[config.mk]
export PLATFORM = sky130hd
export DESIGN_NAME = cache_refill_ctrl
export DESIGN_NICKNAME = d
export VERILOG_FILES = /design/src/rtl/cache_refill_ctrl.sv
export SDC_FILE = /design/constraint.sdc
export NUM_CORES = 1
export LEC_CHECK = 0
export CORE_AREA = 2 2 94 60
export CTS_CLUSTER_DIAMETER = 80
export DETAILED_ROUTE_END_ITERATION = 6
export DIE_AREA = 0 0 96 62
export HOLD_SLACK_MARGIN = 0.15
export PLACE_DENSITY = 0.85
export SYNTH_ARGS = -nofsm -noshare
export SYNTH_HDL_FRONTEND = slang
export SYNTH_SLANG_ARGS = --single-unit
export TNS_END_PERCENT = 20
[constraint.sdc]
create_clock -name clk -period 2 [get_ports clk]
set_input_delay 0.4 -clock clk [delete_from_list [all_inputs] [get_ports clk]]
set_output_delay 0.4 -clock clk [all_outputs]
set_load 0.1 [all_outputs]
[src/rtl/cache_refill_ctrl.sv]
// cache_refill_ctrl: line-refill sequencer and sole driver of one cache bank's write port.
// Define CACHE_REFILL_CRITICAL_WORD_FIRST_EN to start each burst at the missing word.
module cache_refill_ctrl #(
    parameter int DATA_WIDTH         = 32,
    parameter int INDEX_WIDTH        = 6,
    parameter int BLOCK_OFFSET_WIDTH = 2,
    localparam int ADDR_WIDTH        = INDEX_WIDTH + BLOCK_OFFSET_WIDTH
) (
    input  logic                          clk,
    input  logic                          rst_n,
    input  logic                          i_miss_valid,
    input  logic [INDEX_WIDTH-1:0]        i_miss_index,
    input  logic [BLOCK_OFFSET_WIDTH-1:0] i_miss_offset,
    output logic                          o_miss_ready,
    output logic                          o_mem_req_valid,
    output logic [INDEX_WIDTH-1:0]        o_mem_req_index,
    output logic [BLOCK_OFFSET_WIDTH-1:0] o_mem_req_offset,
    input  logic                          i_mem_req_ready,
    input  logic                          i_mem_resp_valid,
    input  logic [DATA_WIDTH-1:0]         i_mem_resp_data,
    input  logic                          i_cpu_we,
    input  logic [ADDR_WIDTH-1:0]         i_cpu_waddr,
    input  logic [DATA_WIDTH-1:0]         i_cpu_wdata,
    output logic                          o_cpu_wready,
    output logic                          o_bank_we,
    output logic [ADDR_WIDTH-1:0]         o_bank_waddr,
    output logic [DATA_WIDTH-1:0]         o_bank_wdata,
    output logic                          o_refill_done,
    output logic [INDEX_WIDTH-1:0]        o_refill_index,
    output logic                          o_busy
);
    typedef enum logic [1:0] {IDLE, REQ, FILL, DONE} state_t;

    state_t                        state;
    logic [INDEX_WIDTH-1:0]        idx;
    logic [BLOCK_OFFSET_WIDTH-1:0] start_off, cnt, miss_start, fill_off;
    logic                          fill, pass;

`ifdef CACHE_REFILL_CRITICAL_WORD_FIRST_EN
    assign miss_start = i_miss_offset;
`else
    logic unused_offset;
    assign miss_start    = '0;
    assign unused_offset = ^i_miss_offset;
`endif

    assign fill     = state == FILL;
    assign pass     = state == IDLE || state == DONE;
    assign fill_off = start_off + cnt;

    assign o_mem_req_index  = idx;
    assign o_mem_req_offset = start_off;

    // The refill owns the port in FILL; CPU stores only pass in IDLE and DONE.
    assign o_cpu_wready = rst_n && pass;
    assign o_bank_we    = rst_n && (fill ? i_mem_resp_valid : pass && i_cpu_we);
    assign o_bank_waddr = fill ? {idx, fill_off} : i_cpu_waddr;
    assign o_bank_wdata = fill ? i_mem_resp_data : i_cpu_wdata;

    always_ff @(posedge clk) begin
        if (!rst_n) begin
            state           <= IDLE;
            idx             <= '0;
            start_off       <= '0;
            cnt             <= '0;
            o_miss_ready    <= 1'b1;
            o_mem_req_valid <= 1'b0;
            o_busy          <= 1'b0;
            o_refill_done   <= 1'b0;
            o_refill_index  <= '0;
        end else begin
            case (state)
                IDLE: if (i_miss_valid) begin
                    state           <= REQ;
                    idx             <= i_miss_index;
                    start_off       <= miss_start;
                    cnt             <= '0;
                    o_miss_ready    <= 1'b0;
                    o_mem_req_valid <= 1'b1;
                    o_busy          <= 1'b1;
                end
                REQ: if (i_mem_req_ready) begin
                    state           <= FILL;
                    o_mem_req_valid <= 1'b0;
                end
                FILL: if (i_mem_resp_valid) begin
                    cnt <= cnt + 1'b1;
                    if (&cnt) begin
                        state          <= DONE;
                        o_busy         <= 1'b0;
                        o_refill_done  <= 1'b1;
                        o_refill_index <= idx;
                    end
                end
                default: begin
                    state         <= IDLE;
                    o_refill_done <= 1'b0;
                    o_miss_ready  <= 1'b1;
                end
            endcase
        end
    end
endmodule

Yosys cells after proc, flatten, opt, wreduce, memory -nomap -nowiden
Index checks and enable logic that the tools add are counted.
{"block": "word_totals", "mem_bits_rw": 0, "wordCells": 58, "in_bits": 86, "latchBits": 0, "ff_bits": 20, "mem_count": 0, "mem_bits_ro": 0}
{"block": "op_classes", "shifts": 0, "magnitude_cmp": 0, "muxes": 22, "addsub": 1, "div": 0, "bitwise_logic": 2, "n_eq_ne": 7, "mul": 0, "reduce_logical": 18}
{"operator": "32-bit two-way mux", "n": 1}
{"operator": "2-bit two-way mux", "n": 6}
{"operator": "4-bit AND reduction", "n": 3}
{"operator": "3-bit AND reduction", "n": 3}
{"operator": "1-bit two-way mux", "n": 8}
{"operator": "8-bit two-way mux", "n": 1}
{"operator": "1-bit one-hot mux with 2 select lines", "n": 4}
{"operator": "2-bit != test (second input constant)", "n": 3}
{"operator": "2-bit one-hot mux with 3 select lines", "n": 1}
{"operator": "2-bit AND reduction", "n": 3}
{"operator": "2-bit == test (second input constant)", "n": 2}
{"operator": "2-bit one-hot mux with 2 select lines", "n": 1}
{"operator": "2-bit nonzero test", "n": 2}
{"operator": "2-bit OR reduction", "n": 2}
{"operator": "1-bit logical AND", "n": 3}
{"operator": "2-bit by 1-bit adder with 2-bit output (second input constant)", "n": 1}
{"operator": "2-bit by 1-bit == test with 1-bit output (second input constant)", "n": 1}
{"operator": "2-bit logical NOT", "n": 1}
{"operator": "2-bit by 1-bit != test with 1-bit output (second input constant)", "n": 1}
{"operator": "1-bit inverter", "n": 2}
{"operator": "1-bit logical OR", "n": 1}

Logic depth before layout (Yosys ltp)
{"block": "logic_depth", "ltp_word": 5, "depth_mapped": 7}

Least setup slack after synthesis
OpenSTA, ideal clock, no wires.
{"block": "synth_timing", "path_kind": "register -> output", "start": "reg state[0]", "end": "out o_bank_we", "stages_incl_launch_ff": 8, "path_buffers": 2, "slack_ns": -0.864, "arrival_time_ns": 2.464, "path_cell_list": "dfxtp_1 inv_1 ha_1 buf_2 buf_2 nor2_1 a22oi_1 nor2_1"}
{"element": "from (decl)", "line": "34", "rtl": "state_t state;"}
{"element": "from (signal assigned)", "line": "62", "rtl": "state <= IDLE;"}
{"element": "from (signal assigned)", "line": "74", "rtl": "state <= REQ;"}
{"element": "from (signal assigned)", "line": "83", "rtl": "state <= FILL;"}
{"element": "2-bit == test", "line": "47", "rtl": "assign fill = state == FILL;"}
{"element": "named net fill", "line": "37", "rtl": "logic fill, pass;"}
{"element": "1-bit two-way mux", "line": "56", "rtl": "assign o_bank_we = rst_n && (fill ? i_mem_resp_valid : pass && i_cpu_we);"}
{"element": "1-bit logical AND", "line": "56"}
{"element": "to (decl)", "line": "25", "rtl": "output logic o_bank_we,"}
The timed path passes the listed nets, and every way through them passes these cells.

Worst setup path in the final report
{"block": "layout_timing", "start": "reg state[0]", "end": "out o_bank_wdata[28]"}
{"block": "layout_via", "elab_chain_len": 2}
{"element": "2-bit == test", "line": "47"}
{"element": "named net fill", "line": "37"}
{"element": "32-bit two-way mux", "line": "58", "rtl": "assign o_bank_wdata = fill ? i_mem_resp_data : i_cpu_wdata;"}
{"element": "to (decl)", "line": "27", "rtl": "output logic [DATA_WIDTH-1:0] o_bank_wdata,"}
The timed path passes the listed nets, and every way through them passes these cells.

==> impl_metrics.ini <==
[pwr]
swShare_pct = 54.3
p_int_uw = 2730
pwr-share-seq_pct = 9.3
pwr_density_cell_mw_per_mm2 = 1580
share_comb_of_total_power_pct = 83.9
p_leak_uw = 0.00164
switching_power_uw = 3240
vdd_drop_max_mv = 0.878
pwr-share-clk_pct = 6.8

[synthesis]
synthCells = 162
synth.top_cell.area_share_pct = 30.3
synth_area_mm2 = 0.00149
synth_seq_cells = 20
synth.yosys.seq_area_share_pct = 26.9
synth_area_per_cell_um2 = 9.18
yosysTopAreaCell = mux2_2
synth_area_leaders = mux2_2 30%, dfxtp_1 27%, ha_1 6.7%
synth_warnings = 0
ys_types = 33

[place]
dpl_cell_area_mm2 = 0.00345
place_ws_ns = 0.142
dp_cells = 372
hpwlAfterDp_um = 4600
io_buffers = 141
place_congestion = 0.820

[setup_path]
cp.arrival_ns = 1.63
ff2ff_path_depth = 8
r2r_start = state[0]
end_kind = output port
path_max_fanout = 7
startpoint_type = flip-flop
critPathKind = flip-flop to output port
cp.required_ns = 1.60
regToRegSetupSlack_ns = 0.07
reg2reg_to = state[0]
crit_path_start = state[0]

[floorplan]
start_util_pct = 28.5
pin_count = 146
dieArea_mm2 = 0.00595
die_w_um = 96
rows = 21
fp.coreArea_mm2 = 0.00523
die_h_um = 62

[grt]
antenna_found_initial = 0
overflow = 0
grt_pass1_wl_um = 7790
grt_max_degree = 26
track_usage_pct = 16.8
grt_pass1_vias = 1627

[finish]
layout-drive-gt1-share_pct = 41.1
area_growth_pct = 153
layout.cells.non_filler = 383
layout_common_cells = 83 x clkdlybuf4s50_1, 46 x buf_12, 29 x mux2_4
final_nets = 409
num_antenna_cells = 0
design_area_mm2 = 0.00376
layout_commonest_cell = clkdlybuf4s50_1

[outcome]
status = complete, but fails checks
violations = setup timing

[clock_network]
postCtsHoldBufs = 0
insertion_delay_ns = 0.26
cts_root_buffer = clkbuf_8
h-tree-depth = 1
tritoncts = done
cts_buffer_depth = 2
clock-sinks = 20
clk_pin_slew_ns = 0.08
cts_buffers = 3

[route]
drt-initial-drc-count = 60
first_pass_iters = 4
routed_via_density = 4.74
wl_per_cell_um = 15.2
postRouteWirelength_um = 5830
vias = 1815
drc = 0
antenna_left = 0

[sta]
finClkSkew_ns = 0.00386
setup_slack_ns = -0.0267
min_period_ns = 2.03
setup_viol = 20
finalCritPeriodShare_pct = 101
fmax_mhz = 493
slew_viol_final = 0
hold_viol = 0
rsz0062_at_grt = true

[min_path]
hold_path_class = flip-flop to flip-flop
whs_path_depth = 2
holdPathEnd = o_refill_done
hold_start = o_refill_done

[run]
cap_violations = 0
## Yosys cell counts, drive strengths merged
master   count
a2111oi      1
o21a         1
or2          1
dfxtp       20
nand2b       4
o21ai        1
mux2i        9
nand2       13
a21boi       1
conb         1
inv          3
or4          2
ha           8
nand4        1
o31a         1
o311ai       1
nor4         1
nor2b        6
mux2        40
nand3        8
a22oi        1
clkbuf       2
o22ai        1
a21oi       11
and3         1
o41ai        1
buf          9
and4         1
or3          1
nor2        11
## sequential cells by signal (all words and copies together) (netlist names)
name             count
o_mem_req_index      6
o_refill_index       6
cnt                  2
state                2
o_busy               1
o_mem_req_valid      1
o_miss_ready         1
o_refill_done        1
## repair_timing
action / CTS / global route
gates resized for setup: 3 / 37
buffers inserted: 0 / 4
pin swaps: 0 / 2
cloned: 0 / 3
endpoints found under the setup margin: 41 / 36
## worst max path at each step
stage | slack, ns | to
final | -0.03 | o_bank_wdata[28]
after global routing | -0.08 | o_bank_wdata[24]
after CTS | -0.04 | o_bank_wdata[28]
after detailed placement | 0.14 | o_bank_wdata[27]
after global placement | 0.17 | o_bank_wdata[28]
after floorplan | -0.12 | o_bank_we
## cells by family after synthesis
| group | after synthesis | share of synthesized area (%) |
|---|---|---|
| mux | 49 | 36.3 |
| fa+ha+maj | 8 | 6.73 |
| flops | 20 | 26.9 |
| buf+inv | 14 | 4.54 |
| simple gates | 50 | 16.9 |
| compound gates | 20 | 8.33 |
| other cells | 1 | 0.252 |
## power by group through the flow
stage / sequential, µW / clock [µW] / combinational, µW
2_1_floorplan: 904 / 0 / 2670
4_1_cts: 542 / 418 / 4650
6_report: 552 / 405 / 5010
3_5_place_dp: 544 / 0 / 4620
3_3_place_gp: 538 / 0 / 4570
5_1_grt: 566 / 434 / 5170
## final cells by class
cell class                      count  area, µm²
Timing Repair Buffer              158       2020
Fill cell                         354       1470
Multi-Input combinational cell    129       1170
Sequential cell                    20        405
Tap cell                           69       86.3
Clock buffer                        3       41.3
Clock inverter                      1       30.0
Inverter                            3       13.8
## worst max-delay path, cell delays in order, from the launching register on
cell and delay, ns:
dfxtp_2 0.34, inv_4 0.07, ha_4 0.16, buf_4 0.13, buf_12 0.12, mux2_2 0.37
buf_12 0.17
## per-layer routing
metal | global-route usage [%] | vias up | part of all wire (%)
li1 | - | 887 | -
met1 | 21.8 | 838 | 40
met2 | 29.2 | 88 | 51
met3 | 4.46 | 2 | 9.0
met4 | 2.45 | 0 | 0.46
met5 | 0 | - | 0
## through the flow
step	setup TNS, ns	power [µW]	hold WS [ns]	util (%)
2_1_floorplan	-1.10	3570	0.486	-
3_3_place_gp	0	5110	0.453	66.0
3_5_place_dp	0	5170	0.462	66.0
4_1_cts	-0.872	5610	0.473	67.6
5_1_grt	-2.03	6170	0.491	72.0
6_report	-0.413	5960	0.467	72.0
Power figures use the tool's default switching activity.
